## src/rtl/uart_pkg.sv

```systemverilog
// Shared types and helpers for the UART transmit arbiter slice.
// Holds the FSM state encoding, the byte width and a constant log2 helper.
package uart_pkg;

  localparam int UART_DW = 8;

  typedef enum logic [1:0] {
    IDLE,
    SEND,
    WAIT_START,
    WAIT_DONE
  } uart_arb_state_t;

  // Bits needed to encode value-1, i.e. an index into value entries.
  function automatic int clog2(input int value);
    int result;
    int rem;
    result = 0;
    rem    = value - 1;
    while (rem > 0) begin
      result++;
      rem = rem >> 1;
    end
    return result;
  endfunction

endpackage

```

## src/rtl/uart_tx_arbiter_if.sv

```systemverilog
// Requester-side byte-stream bus shared by N_REQ sources and the arbiter.
// Requesters drive valid/data/last; the arbiter answers with a one-hot ready.
interface uart_tx_arbiter_if import uart_pkg::*; #(
  parameter int N_REQ = 4
) ();

  logic [N_REQ-1:0]         req_valid;
  logic [N_REQ*UART_DW-1:0] req_data;
  logic [N_REQ-1:0]         req_last;
  logic [N_REQ-1:0]         req_ready;

  modport master (
    output req_valid,
    output req_data,
    output req_last,
    input  req_ready
  );

  modport slave (
    input  req_valid,
    input  req_data,
    input  req_last,
    output req_ready
  );

endinterface

```

## src/rtl/rr_arbiter.sv

```systemverilog
// Combinational round-robin pick starting at ptr_i with wrap-around.
// When lock_i is set only lock_idx_i may win, so a packet is never interleaved.
module rr_arbiter import uart_pkg::*; #(
  parameter  int N  = 4,
  localparam int IW = clog2(N)
) (
  input  logic [N-1:0]  req_i,
  input  logic [IW-1:0] ptr_i,
  input  logic          lock_i,
  input  logic [IW-1:0] lock_idx_i,
  output logic [N-1:0]  gnt_o,
  output logic [IW-1:0] idx_o,
  output logic          any_o
);

  logic [IW-1:0] cand;

  always_comb begin
    // NOTE: every output gets a default first so no path can infer a latch.
    gnt_o = '0;
    idx_o = '0;
    any_o = 1'b0;
    cand  = '0;
    if (lock_i) begin
      if (req_i[lock_idx_i]) begin
        gnt_o[lock_idx_i] = 1'b1;
        idx_o             = lock_idx_i;
        any_o             = 1'b1;
      end
    end else begin
      for (int k = 0; k < N; k++) begin
        cand = IW'((int'(ptr_i) + k) % N);
        if (!any_o && req_i[cand]) begin
          gnt_o[cand] = 1'b1;
          idx_o       = cand;
          any_o       = 1'b1;
        end
      end
    end
  end

endmodule

```

## src/rtl/uart_tx_arbiter.sv

```systemverilog
// Shares one UART transmitter among N_REQ requesters: round-robin grant with
// packet locking, one byte per strobe, and a guard on the transmitter start.
module uart_tx_arbiter import uart_pkg::*; #(
  parameter  int N_REQ         = 4,
  parameter  int START_TIMEOUT = 16,
  localparam int IW            = clog2(N_REQ),
  localparam int CW            = clog2(START_TIMEOUT) + 1
) (
  input  logic                clk,
  input  logic                reset,
  uart_tx_arbiter_if.slave    req,
  output logic                uart_wr_enb,
  output logic [UART_DW-1:0]  uart_data,
  input  logic                uart_tx_active,
  output logic [IW-1:0]       grant_id,
  output logic                busy,
  output logic                start_err
);

  uart_arb_state_t    state_q;
  logic [UART_DW-1:0] data_q;
  logic               last_q;
  logic               lock_q;
  logic               wr_enb_q;
  logic               start_err_q;
  logic [IW-1:0]      grant_q;
  logic [IW-1:0]      rr_q;
  logic [IW-1:0]      rr_d;
  logic [CW-1:0]      cnt_q;

  logic [N_REQ-1:0]   pick_gnt;
  logic [IW-1:0]      pick_idx;
  logic               pick_any;
  logic               arb_en;
  logic               accept;

  rr_arbiter #(.N(N_REQ)) u_rr (
    .req_i      (req.req_valid),
    .ptr_i      (rr_q),
    .lock_i     (lock_q),
    .lock_idx_i (grant_q),
    .gnt_o      (pick_gnt),
    .idx_o      (pick_idx),
    .any_o      (pick_any)
  );

  // Ready is combinational, so it is also masked by reset to stay low while reset is held.
  assign arb_en        = reset && (state_q == IDLE) && !uart_tx_active;
  assign req.req_ready = arb_en ? pick_gnt : '0;
  assign accept        = arb_en && pick_any;

  assign rr_d = (grant_q == IW'(N_REQ - 1)) ? '0 : grant_q + 1'b1;

  always_ff @(posedge clk or negedge reset) begin
    if (!reset) begin
      state_q     <= IDLE;
      data_q      <= '0;
      last_q      <= 1'b0;
      lock_q      <= 1'b0;
      wr_enb_q    <= 1'b0;
      start_err_q <= 1'b0;
      grant_q     <= '0;
      rr_q        <= '0;
      cnt_q       <= '0;
    end else begin
      // NOTE: sequential state uses non-blocking assignments only, so every
      // register samples the pre-edge values regardless of statement order.
      wr_enb_q    <= 1'b0;
      start_err_q <= 1'b0;
      case (state_q)
        IDLE: begin
          if (accept) begin
            data_q   <= req.req_data[pick_idx*UART_DW +: UART_DW];
            last_q   <= req.req_last[pick_idx];
            grant_q  <= pick_idx;
            wr_enb_q <= 1'b1;
            state_q  <= SEND;
          end
        end
        SEND: begin
          cnt_q   <= '0;
          state_q <= WAIT_START;
        end
        WAIT_START: begin
          if (uart_tx_active) begin
            state_q <= WAIT_DONE;
          end else if (cnt_q == CW'(START_TIMEOUT - 1)) begin
            // Transmitter never started: drop the byte and release the grant.
            start_err_q <= 1'b1;
            lock_q      <= 1'b0;
            rr_q        <= rr_d;
            state_q     <= IDLE;
          end else if (cnt_q != '1) begin
            cnt_q <= cnt_q + 1'b1;
          end
        end
        WAIT_DONE: begin
          if (!uart_tx_active) begin
            state_q <= IDLE;
            if (last_q) begin
              lock_q <= 1'b0;
              rr_q   <= rr_d;
            end else begin
              lock_q <= 1'b1;
            end
          end
        end
        default: state_q <= IDLE;
      endcase
    end
  end

  assign uart_wr_enb = wr_enb_q;
  assign uart_data   = data_q;
  assign grant_id    = grant_q;
  assign start_err   = start_err_q;
  assign busy        = (state_q != IDLE) || lock_q;

endmodule
```

## src/flat_wrapper.sv

```systemverilog
// flat-port wrapper written by rule: the top's interface ports become plain ports
module uart_tx_arbiter_flat import uart_pkg::*;
#(
  parameter  int N_REQ         = 4,
  parameter  int START_TIMEOUT = 16,
  localparam int IW            = clog2(N_REQ),
  localparam int CW            = clog2(START_TIMEOUT) + 1
)
  (clk, reset, uart_wr_enb, uart_data, uart_tx_active, grant_id, busy, start_err, req_req_valid, req_req_data, req_req_last, req_req_ready);
  uart_tx_arbiter_if #(.N_REQ(N_REQ)) req_i ();
  input  logic clk;
  input  logic reset;
  output logic uart_wr_enb;
  output logic [UART_DW-1:0] uart_data;
  input  logic uart_tx_active;
  output logic [IW-1:0] grant_id;
  output logic busy;
  output logic start_err;
  input wire logic [$bits(req_i.req_valid)-1:0] req_req_valid;
  input wire logic [$bits(req_i.req_data)-1:0] req_req_data;
  input wire logic [$bits(req_i.req_last)-1:0] req_req_last;
  output wire logic [$bits(req_i.req_ready)-1:0] req_req_ready;
  assign req_i.req_valid = req_req_valid;
  assign req_i.req_data = req_req_data;
  assign req_i.req_last = req_req_last;
  assign req_req_ready = req_i.req_ready;
  uart_tx_arbiter #(.N_REQ(N_REQ), .START_TIMEOUT(START_TIMEOUT)) u_core (.clk(clk), .reset(reset), .req(req_i), .uart_wr_enb(uart_wr_enb), .uart_data(uart_data), .uart_tx_active(uart_tx_active), .grant_id(grant_id), .busy(busy), .start_err(start_err));
endmodule
```

## config.mk

```make
export PLATFORM = sky130hd
export DESIGN_NAME = uart_tx_arbiter_flat
export DESIGN_NICKNAME = d
export VERILOG_FILES = /design/src/rtl/uart_pkg.sv /design/src/rtl/uart_tx_arbiter_if.sv /design/src/rtl/rr_arbiter.sv /design/src/rtl/uart_tx_arbiter.sv /design/src/flat_wrapper.sv
export SDC_FILE = /design/constraint.sdc
export NUM_CORES = 1
export LEC_CHECK = 0
export ABC_CLOCK_PERIOD_IN_PS = 2900
export CAP_MARGIN = 25
export CORE_ASPECT_RATIO = 1.5
export CORE_MARGIN = 2
export CORE_UTILIZATION = 40
export CTS_CLUSTER_DIAMETER = 200
export DETAILED_ROUTE_END_ITERATION = 8
export GPL_ROUTABILITY_DRIVEN = 0
export PLACE_DENSITY = 0.74
export SLEW_MARGIN = 20
export SYNTH_ARGS = -nofsm -noshare
export SYNTH_HDL_FRONTEND = slang
export SYNTH_SLANG_ARGS = --single-unit
```

## constraint.sdc

```tcl
create_clock -name clk -period 2.9 [get_ports clk]
set_input_delay 0.435 -clock clk [delete_from_list [all_inputs] [get_ports clk]]
set_output_delay 0.435 -clock clk [all_outputs]
set_load 0.005 [all_outputs]
```

Word-level counts from Yosys, hierarchy flattened
Cells that the tools add are included.
{ "classes": {"bitwise": 3, "n_addsub": 5, "shifts": 1, "n_reduce_logical": 25, "n_eq_ne": 14, "order_cmp": 11, "muxes": 72} }
{ "op_table": {"columns": ["operator", "n"], "rows": [
  ["2-to-1 mux 4 bit", 10],
  ["variable part select 32 x 6 -> 8 bit", 1],
  ["2-to-1 mux 2 bit", 15],
  ["2-to-1 mux 1 bit", 29],
  ["less-than comparator 2 x 3 -> 1 bit, second input constant", 6],
  ["2-to-1 mux 5 bit", 3],
  ["binary-select mux 1 bit (select 2 bit)", 6],
  ["bitwise OR 4 bit", 3],
  ["logical AND 1 bit", 11],
  ["demux 1 bit (select 2 bit)", 5],
  [">= comparator 2 x 1 -> 1 bit, second input constant", 5],
  ["case mux 5 bit (2 select lines)", 1],
  ["inequality test 2 x 1 -> 1 bit, second input constant", 4],
  ["case mux 2 bit (4 select lines)", 1],
  ["AND reduction 4 bit", 2],
  ["equality test 2 bit, second input constant", 3],
  ["inequality test 2 bit, second input constant", 3],
  ["nonzero test 2 bit", 3],
  ["adder 5 x 1 -> 5 bit, second input constant", 1],
  ["equality test 5 x 4 -> 1 bit, second input constant", 1],
  ["inequality test 5 bit, second input constant", 1],
  ["AND reduction 5 bit", 1],
  ["adder 2 x 1 -> 2 bit, second input constant", 2],
  ["adder 2 bit, second input constant", 2],
  ["other kinds (9)", 12]
]} }
{ "word_totals": {"register_bits": 23, "out_inout_bits": 17, "input_bits": 43} }

Logic depth before layout (Yosys ltp)
Gate-level depths: netlist of run 1.
{ "depth": {"ltp_word": 19, "ltp_mapped": 10} }

Cells and area by module
A second synthesis of run 1 with hierarchy kept.
{ "unflattened": {"cells_unflattened": 174, "hier_area_um2": 1919.3} }
{ "modules_own_cells": {"columns": ["mod", "instances", "cells_per_inst", "area_per_inst_um2"], "rows": [
  ["uart_tx_arbiter", 1, 98, 1293.7],
  ["rr_arbiter", 1, 76, 625.6]
]} }

Least setup slack after synthesis of run 1
Ideal clock, no wire load.
{ "synth_timing": {"path_type": "reg2reg", "from": "register u_core.rr_q[0]", "to": "register u_core.last_q", "stages_incl_launch_ff": 11, "t_arrival_ns": 2.798, "path_slack_ns": -0.024, "setup_time_ns": 0.126, "cell_sequence": "dfrtp_1 buf_6 inv_1 ha_1 or3_4 or4b_4 o311ai_2 o211ai_2 and3_4 buf_6 a221o_1"} }
{ "synth_between": {"elab_chain_cells": 18, "elab_cells_between_ends": 34, "cone_classes": "add/sub (3); mux (23); reduce/logical (8)"} }
{ "synth_rtl": {"columns": ["item", "line", "rtl"], "rows": [
  ["start, declared", "uart_tx_arbiter.sv:27", "logic [IW-1:0] rr_q;"],
  ["start signal, assigned", "uart_tx_arbiter.sv:91", "rr_q <= rr_d;"],
  ["start signal, assigned", "uart_tx_arbiter.sv:102", "rr_q <= rr_d;"],
  ["binary-select mux 1 bit (select 2 bit)", "rr_arbiter.sv:33", "if (!any_o && req_i[cand]) begin"],
  ["2-to-1 mux 1 bit (not written as such)", "rr_arbiter.sv:33", null],
  ["2-to-1 mux 1 bit", "rr_arbiter.sv:33", null],
  ["2-to-1 mux 1 bit", "rr_arbiter.sv:24", "if (lock_i) begin"],
  ["zero test 1 bit", "rr_arbiter.sv:33", null],
  ["logical AND 1 bit", "rr_arbiter.sv:33", null],
  ["2-to-1 mux 1 bit", "rr_arbiter.sv:33", null],
  ["2-to-1 mux 1 bit", "rr_arbiter.sv:24", null],
  ["(+2 left out)", null, null],
  ["2-to-1 mux 1 bit", "rr_arbiter.sv:33", null],
  ["2-to-1 mux 1 bit", "rr_arbiter.sv:24", null],
  ["zero test 1 bit", "rr_arbiter.sv:33", null],
  ["logical AND 1 bit", "rr_arbiter.sv:33", null],
  ["2-to-1 mux 2 bit or 2-to-1 mux 1 bit (tied branches)", "rr_arbiter.sv:33", null],
  ["2-to-1 mux 2 bit or 2-to-1 mux 1 bit (tied branches)", "rr_arbiter.sv:24", null],
  ["binary-select mux 1 bit (select 2 bit) or logical AND 1 bit (tied branches)", "uart_tx_arbiter.sv:74, uart_tx_arbiter.sv:50", null],
  ["2-to-1 mux 1 bit (not written as such) or AND reduction 2 bit (tied branches)", null, null],
  ["end signal, assigned", "uart_tx_arbiter.sv:74", "last_q <= req.req_last[pick_idx];"],
  ["end, declared", "uart_tx_arbiter.sv:22", "logic last_q;"]
]} }
Parallel ways exist; a longest one is shown, timed or not. The select of a mux whose other input is x is not followed.
A chain may end at the register's enable or synchronous reset.

Worst setup path after layout of run 1
{ "layout_timing": {"from": "register u_core.rr_q[0]", "to": "output port req_req_ready[1]"} }
{ "layout_between": {"elab_chain_cells": 17, "elab_cells_between_ends": 55, "cone_classes": "add/sub (3); order compare (8); mux (31); bitwise (3); reduce/logical (10)"} }
{ "layout_rtl": {"columns": ["item", "line", "rtl"], "rows": [
  ["branches (longest 14 deep; another with less-than comparator 2 x 3 -> 1 bit)", null, null],
  ["2-to-1 mux 4 bit (*)", "rr_arbiter.sv:33", null],
  ["2-to-1 mux 4 bit (*)", "rr_arbiter.sv:24", null],
  ["2-to-1 mux 4 bit (*)", "uart_tx_arbiter.sv:49", "assign req.req_ready = arb_en ? pick_gnt : '0;"],
  ["end, declared", "flat_wrapper.sv:22", "output wire logic [$bits(req_i.req_ready)-1:0] req_req_ready;"]
]} }
Every way passes the cells marked *. The select of a mux whose other input is x is not followed.

==> key figures, run 1 <==
Timing
  – Worst Tran Pin Value: 561.4 ps
  – Fmax: 343.1 MHz
  – Hold Vio Cnt, Final: 0
  – Final setup violation count: 3
  – Final min period: around 3000 ps
  – RSZ-0062 raised after global routing: true
  – Max-slew violations: 0
  – Slew Limit Headroom: 62.18%
  – Tcrit/Tclk final: 100.5%
  – Final WS setup: -14.90 ps
  – Clock skew: 1.802 ps

Power
  – Seq pwr share: 23.9%
  – Comb power frac: 67.9%
  – NetSw: 0.0009890 W
  – Clock power share: 8.2%
  – Peak supply drop: 0.4636 mV
  – Static Leakage: 1.204 nW
  – Power Internal: 0.001424 W
  – Overall Power: about 0.0024 W
  – PD cells: 884.7 mW/mm²
  – Sw frac: about 41%

Setup path
  – R2r worst-path depth: 10
  – Reg-to-Reg End: u_core.uart_data[6]$_DFFE_PN0P_
  – Crit. End Element: output port
  – Worst reg2reg startpoint: u_core.rr_q[0]$_DFFE_PN0P_
  – Register-to-Register Setup Slack: 250 ps
  – CP arrival: 2480 ps
  – Worst Setup Start Kind: flip-flop
  – Critical path destination: req_req_ready[1]
  – CP Class: reg -> out
  – CP startpoint: u_core.rr_q[0]$_DFFE_PN0P_
  – Worst-path maximum fanout: 4
  – Critical Path RT: ~2500 ps

Routing
  – DR iter-0 viols: 78
  – ANT nets after route: 0
  – DR WL/cell: 14.40 µm
  – DRC Markers: 0
  – Routed WL: 4.710 mm
  – Routed via count: 1789
  – Routed vias/inst: 5.471
  – DR pass1 iterations: 6

GRT
  – Largest net degree at the start of global routing: 25
  – Initial antenna violation count: 0
  – Vias in the first global route: 1715
  – Global-route usage over all layers: 18.89%
  – Overflow after GRT: 0
  – Global-route wire length before repair: 7.721 mm

Synthesis
  – Post-synth EDFFs: 0
  – Cell area after synthesis: between 0.0015 and 0.002 mm²
  – Yosys warnings: 0
  – Count of cell types in the netlist: 45
  – Primary FF master, synth: dfrtp_1
  – Sequential fraction of the synthesis area: a little under a third
  – Synthesized area per cell: 9.597 µm²
  – Flops & latches, synth: 23
  – Asr flop ratio synth: 100.0%
  – Synthesized Nets: 251
  – Post-Synthesis Cells: 194

Cells and area
  – Layout cells sized above 1: 21.15%
  – FILL cells: 394
  – Flip-flop and latch area: about 580 µm²
  – Footprint of the multi-input gates: between 0.001 and 0.0015 mm²
  – Area delta synth->final: 46.51%
  – Antenna diode instance count: 0
  – Post-route cell area: between 0.002 and 0.003 mm²
  – Nets: 337
  – Commonest non-fill, non-tap cell in the layout: clkdlybuf4s50_1
  – Core occupancy in the finished layout: 60.56%
  – Most frequent cells in the layout: clkdlybuf4s50_1, buf_4, dfrtp_1

Clocking
  – Root buf cell: clkbuf_8
  – Clock latency reported for the late side of the worst-skew pair: 260 ps
  – H-tree depth: 1
  – CTS max path bufs: 2
  – TritonCTS clock tree: yes
  – Cts bufs inserted: 3
  – Clk slew on worst S/H paths: roughly 80 ps
  – CTS Sinks: 23

Run status
  – Failing checks: negative setup slack
  – Status: finished, violations left

Placement
  – Pre-CTS setup slack: -361.9 ps
  – Placed inst area: 0.002646 mm²
  – Detailed Place HPWL: 3.791 mm
  – Input/output buffers: 59

Run
  – Max-cap viol count: 0

Hold path
  – Hold crit path type: reg -> reg
  – Hold wc startpoint: u_core.cnt_q[0]$_DFFE_PN0P_
  – Hold Path Stages: 1

Floorplan
  – Std-Cell Rows: 30
  – Die area: 0.005227 mm²
  – Initial Util: between 40% and 50%
  – Die Width: 59.71 µm
  – I/O pin count: 60
  – Die H: 87.56 µm
  – Core Area: around 0.0045 mm²
logic make-up (layout without fill, tap and decap cells):
group | Yosys count | count (layout) | synth area share, %
XOR/XNOR | 2 | 2 | 0.9410
AND/OR/NAND/NOR | 63 | 63 | 17.34
adder cells (fa/ha/maj) | 14 | 14 | 9.409
flip-flops | 23 | 23 | 30.91
AO/OA/AOI/OAI | 48 | 48 | 18.95
buffers and inverters | 17 | 102 | 5.175
multiplexers | 27 | 27 | 17.27
per-stage QoR:
stage               cells  hold slack (ps)  TNS [ps]
floorplan             194            139.4         0
global placement      319            516.7     -1250
detailed placement    319            521.9     -1634
CTS                   325            537.2    -141.3
global route          327            578.6    -314.3
finish                327            539.9    -16.18
sequential cells by signal (all words and copies together) (netlist names):
signal	cells
u_core.uart_wr_enb	1
u_core.state_q	2
u_core.last_q	1
u_core.uart_data	8
u_core.lock_q	1
u_core.grant_id	2
u_core.start_err	1
u_core.cnt_q	5
u_core.rr_q	2
Yosys cell counts, types with 2 or more instances:
cell type / count / area (µm²)
dfrtp_1: 23 / 575.6
or3_1: 2 / 12.51
nor2_1: 19 / 71.32
nor2b_1: 3 / 18.77
ha_1: 14 / 175.2
o21ai_0: 13 / 65.06
clkbuf_1: 2 / 7.510
mux2_2: 5 / 56.30
nand2_1: 19 / 71.32
buf_6: 4 / 45.04
mux2i_1: 18 / 180.2
clkbuf_2: 2 / 10.01
xor2_1: 2 / 17.52
inv_1: 9 / 33.78
a22o_1: 4 / 35.03
a21oi_2: 2 / 17.52
a21oi_1: 7 / 35.03
nand3_1: 4 / 20.02
a221oi_1: 8 / 70.07
a211oi_1: 2 / 15.01
mux4_2: 2 / 45.04
a22oi_1: 4 / 30.03
nand2b_1: 4 / 25.02
power by group through the flow:
| stage | clock network [W] | registers, W | logic (W) |
|---|---|---|---|
| floorplan | 0 | 0.000575 | 0.00102 |
| global placement | 0 | 0.000577 | 0.00155 |
| detailed placement | 0 | 0.000581 | 0.00158 |
| CTS | 0.000206 | 0.000577 | 0.00163 |
| global route | 0.000221 | 0.000594 | 0.00180 |
| finish | 0.000199 | 0.000576 | 0.00164 |
worst min path at each step:
| stage | end | slack [ps] |
|---|---|---|
| CTS | u_core.cnt_q[0]$_DFFE_PN0P_ | 540 |
| detailed placement | u_core.cnt_q[0]$_DFFE_PN0P_ | 520 |
| global route | u_core.cnt_q[1]$_DFFE_PN0P_ | 580 |
| floorplan | u_core.cnt_q[0]$_DFFE_PN0P_ | 140 |
| global placement | u_core.cnt_q[1]$_DFFE_PN0P_ | 520 |
| finish | u_core.cnt_q[0]$_DFFE_PN0P_ | 540 |
routing by layer:
metal / vias up / share of wire, % / global-route usage, %
li1: 884 / - / -
met1: 857 / 41 / 22.60
met2: 41 / 54 / 34.68
met3: 7 / 3.0 / 1.920
met4: 0 / 1.6 / 5.455
met5: - / 0 / 0
cell type report:
| cell class | instances | area share, % |
|---|---|---|
| tap | 48 | 2.202 |
| inverter | 9 | 1.239 |
| clock buffer | 4 | 1.651 |
| timing repair buffer | 89 | 29.31 |
| multi-input combinational | 154 | 44.45 |
| sequential | 23 | 21.15 |
critical path: stages (launching register included):
cell	delay, ps
dfrtp_2	410
inv_2	70
ha_4	200
or3_4	330
or4b_4	500
o311ai_4	100
buf_6	160
a22o_1	130
o21ai_1	60
a21oi_1	130
buf_2	120
what timing repair did:
item | in CTS | in global routing
resized for setup | 24 | 0
endpoints found under the setup margin | 4 | 4
pin swaps | 11 | 3
hold buffers | 0 | 0
buffers inserted | 2 | 2
Power figures use the tool's default switching activity.
==> run 2: changes to the inputs <==
--- a/config.mk
+++ b/config.mk
@@ -13,6 +13,7 @@
 export CTS_CLUSTER_DIAMETER = 200
 export DETAILED_ROUTE_END_ITERATION = 8
 export GPL_ROUTABILITY_DRIVEN = 0
+export GPL_TIMING_DRIVEN = 0
 export PLACE_DENSITY = 0.74
 export SLEW_MARGIN = 20
 export SYNTH_ARGS = -nofsm -noshare
==> run 2 against run 1 <==
  * The run still ends with negative setup slack left
  * Count of clock-buffer cells in the layout down 1
  * Non-clock buffer count down 9
  * Clock power about the same
  * Register-to-register slack worse by 150 ps
  * First-iteration DRC count up 35%
  * Worst hold slack worse by 380 ps
  * Largest cell class unchanged
  * Largest power group unchanged
==> key figures, run 2 (synthesized netlist as in run 1, its figures left out) <==
Run status
  – Status: finished, violations left
  – Failing checks: negative setup slack

Cells and area
  – Antenna diode instance count: 0
  – Commonest non-fill, non-tap cell in the layout: clkdlybuf4s50_1
  – Nets: around 330
  – Layout cells sized above 1: 19.26%
  – Max FFs per register: 8
  – Area delta synth->final: 44.29%
  – Post-Layout Cell Count: 318
  – Most frequent cells in the layout: clkdlybuf4s50_1, dfrtp_1, nand2_1, nor2_1, mux2i_1
  – Core occupancy in the finished layout: between 50% and 60%

Setup path
  – Crit. End Element: output port
  – CP arrival: 2600 ps
  – CP peak stage delay: 500 ps
  – Cell repeated most along the worst path: buf_6
  – Max stage delay cell, worst path: or4b_4
  – Worst-path cell chain: clkinv_4 -> ha_4 -> or3_4 -> or4b_4 -> o311ai_4 -> buf_6 -> buf_6 -> a22o_1 -> o21ai_1 -> a21oi_1 -> buf_2
  – CP top delay family: simple AND/OR/NAND/NOR gates
  – Critical Path RT: between 2000 and 2500 ps
  – Worst Setup Start Kind: flip-flop
  – Register-to-Register Setup Slack: 100 ps
  – Worst-path maximum fanout: 3
  – CP Class: reg -> out
  – Buf/Inv on CP: 4
  – Reg-to-Reg End: u_core.last_q$_DFFE_PN0P_
  – R2r worst-path depth: 9
  – Worst reg2reg startpoint: u_core.rr_q[0]$_DFFE_PN0P_

Clocking
  – Clock latency reported for the late side of the worst-skew pair: 260 ps
  – TritonCTS clock tree: yes
  – Root buf cell: clkbuf_8
  – H-tree depth: 1
  – CTS Hold Bufs: 0
  – CTS Sinks: 23
  – Cts bufs inserted: 3
  – CTS max path bufs: 2
  – Clk slew on worst S/H paths: 90 ps

Floorplan
  – Std-Cell Rows: 30
  – Core Area: 0.004504 mm²
  – Initial Util: 41.33%
  – I/O pin count: 60
  – Die Width: roughly 60 µm
  – Die area: between 0.005 and 0.006 mm²
  – Die H: 87.56 µm

GRT
  – Global-route wire length before repair: about 8.2 mm
  – Vias in the first global route: 1768
  – Largest net degree at the start of global routing: 15
  – Overflow after GRT: 0
  – Initial antenna violation count: 0
  – Global-route usage over all layers: 19.97%

Timing
  – Setup TNS: -322.8 ps
  – Clock skew: 9.185 ps
  – Final setup violation count: 4
  – Final min period: roughly 3000 ps
  – Worst Tran Pin Value: around 600 ps
  – Max-slew violations: 0
  – Hold Vio Cnt, Final: 0
  – Final WS setup: -133.5 ps
  – Slew Limit Headroom: 59.54%
  – Tcrit/Tclk final: 104.6%
  – RSZ-0062 raised after global routing: true
  – Fmax: 329.7 MHz

Placement
  – Input/output buffers: 58
  – Pre-CTS setup slack: -719.4 ps
  – Dpl cells: 301
  – Detailed Place HPWL: roughly 3.6 mm

Routing
  – ANT nets after route: 0
  – DRC Markers: 0
  – Routed WL: 4.883 mm
  – Routed vias/inst: 5.500
  – DR WL/cell: 15.36 µm
  – Routed via count: roughly 1700
  – DR iter-0 viols: 105
  – DR pass1 iterations: 4

Power
  – PD cells: 906.7 mW/mm²
  – Overall Power: ~0.0024 W
  – Static Leakage: 1.170 nW
  – Peak supply drop: 0.3861 mV

Hold path
  – Hold crit path type: in -> async

Run
  – Max-cap viol count: 0
-- run 2: worst max-delay path by stage --
stage | from | slack [ps] | to | cells after the start
floorplan | u_core.rr_q[0]$_DFFE_PN0P_ | 30 | u_core.last_q$_DFFE_PN0P_ | 10
global placement | u_core.rr_q[1]$_DFFE_PN0P_ | -700 | req_req_ready[1] | 9
detailed placement | u_core.rr_q[1]$_DFFE_PN0P_ | -720 | req_req_ready[3] | 9
CTS | u_core.rr_q[0]$_DFFE_PN0P_ | -130 | req_req_ready[2] | 11
global route | u_core.rr_q[1]$_DFFE_PN0P_ | -200 | req_req_ready[3] | 11
finish | u_core.rr_q[0]$_DFFE_PN0P_ | -130 | req_req_ready[2] | 11
-- run 2: per-stage QoR --
step / hold slack, ps / cell area, µm²
floorplan: 139.4 / 1863
finish: 157.9 / 2686
global route: 191.2 / 2686
detailed placement: 542.1 / 2519
CTS: 561.7 / 2664
global placement: 517.0 / 2504
-- run 2: timing repair --
action	in CTS	in global routing
pin swaps	12	4
gates resized for setup	30	7
setup buffers	12	2
cloned	0	0
endpoints found under the setup margin	14	12
hold endpoints to repair	0	0
-- run 2: per-layer routing --
layer	wire length [µm]	track usage, %	vias up
met5	0	0	-
met4	86	5.253	0
met3	119	2.068	6
met2	2750	38.54	34
met1	1926	22.36	841
li1	-	-	868
-- run 2: power by group --
part | switching, W | internal (W) | total (W)
logic | 0.000790 | 0.000862 | 0.00165
clock network | 0.000104 | 0.0000970 | 0.000201
registers | 0.000128 | 0.000454 | 0.000583
-- run 2: area by class of cell --
class | instances | area (µm²)
repair buffers | 73 | 689.4
well taps | 48 | 60.06
multi-input cells | 154 | 1215
plain buffers | 7 | 53.80
clock buffers | 3 | 41.29
clock inverters | 1 | 7.507
flip-flops and latches | 23 | 578.1
fillers | 404 | 1818
inverters | 9 | 41.29
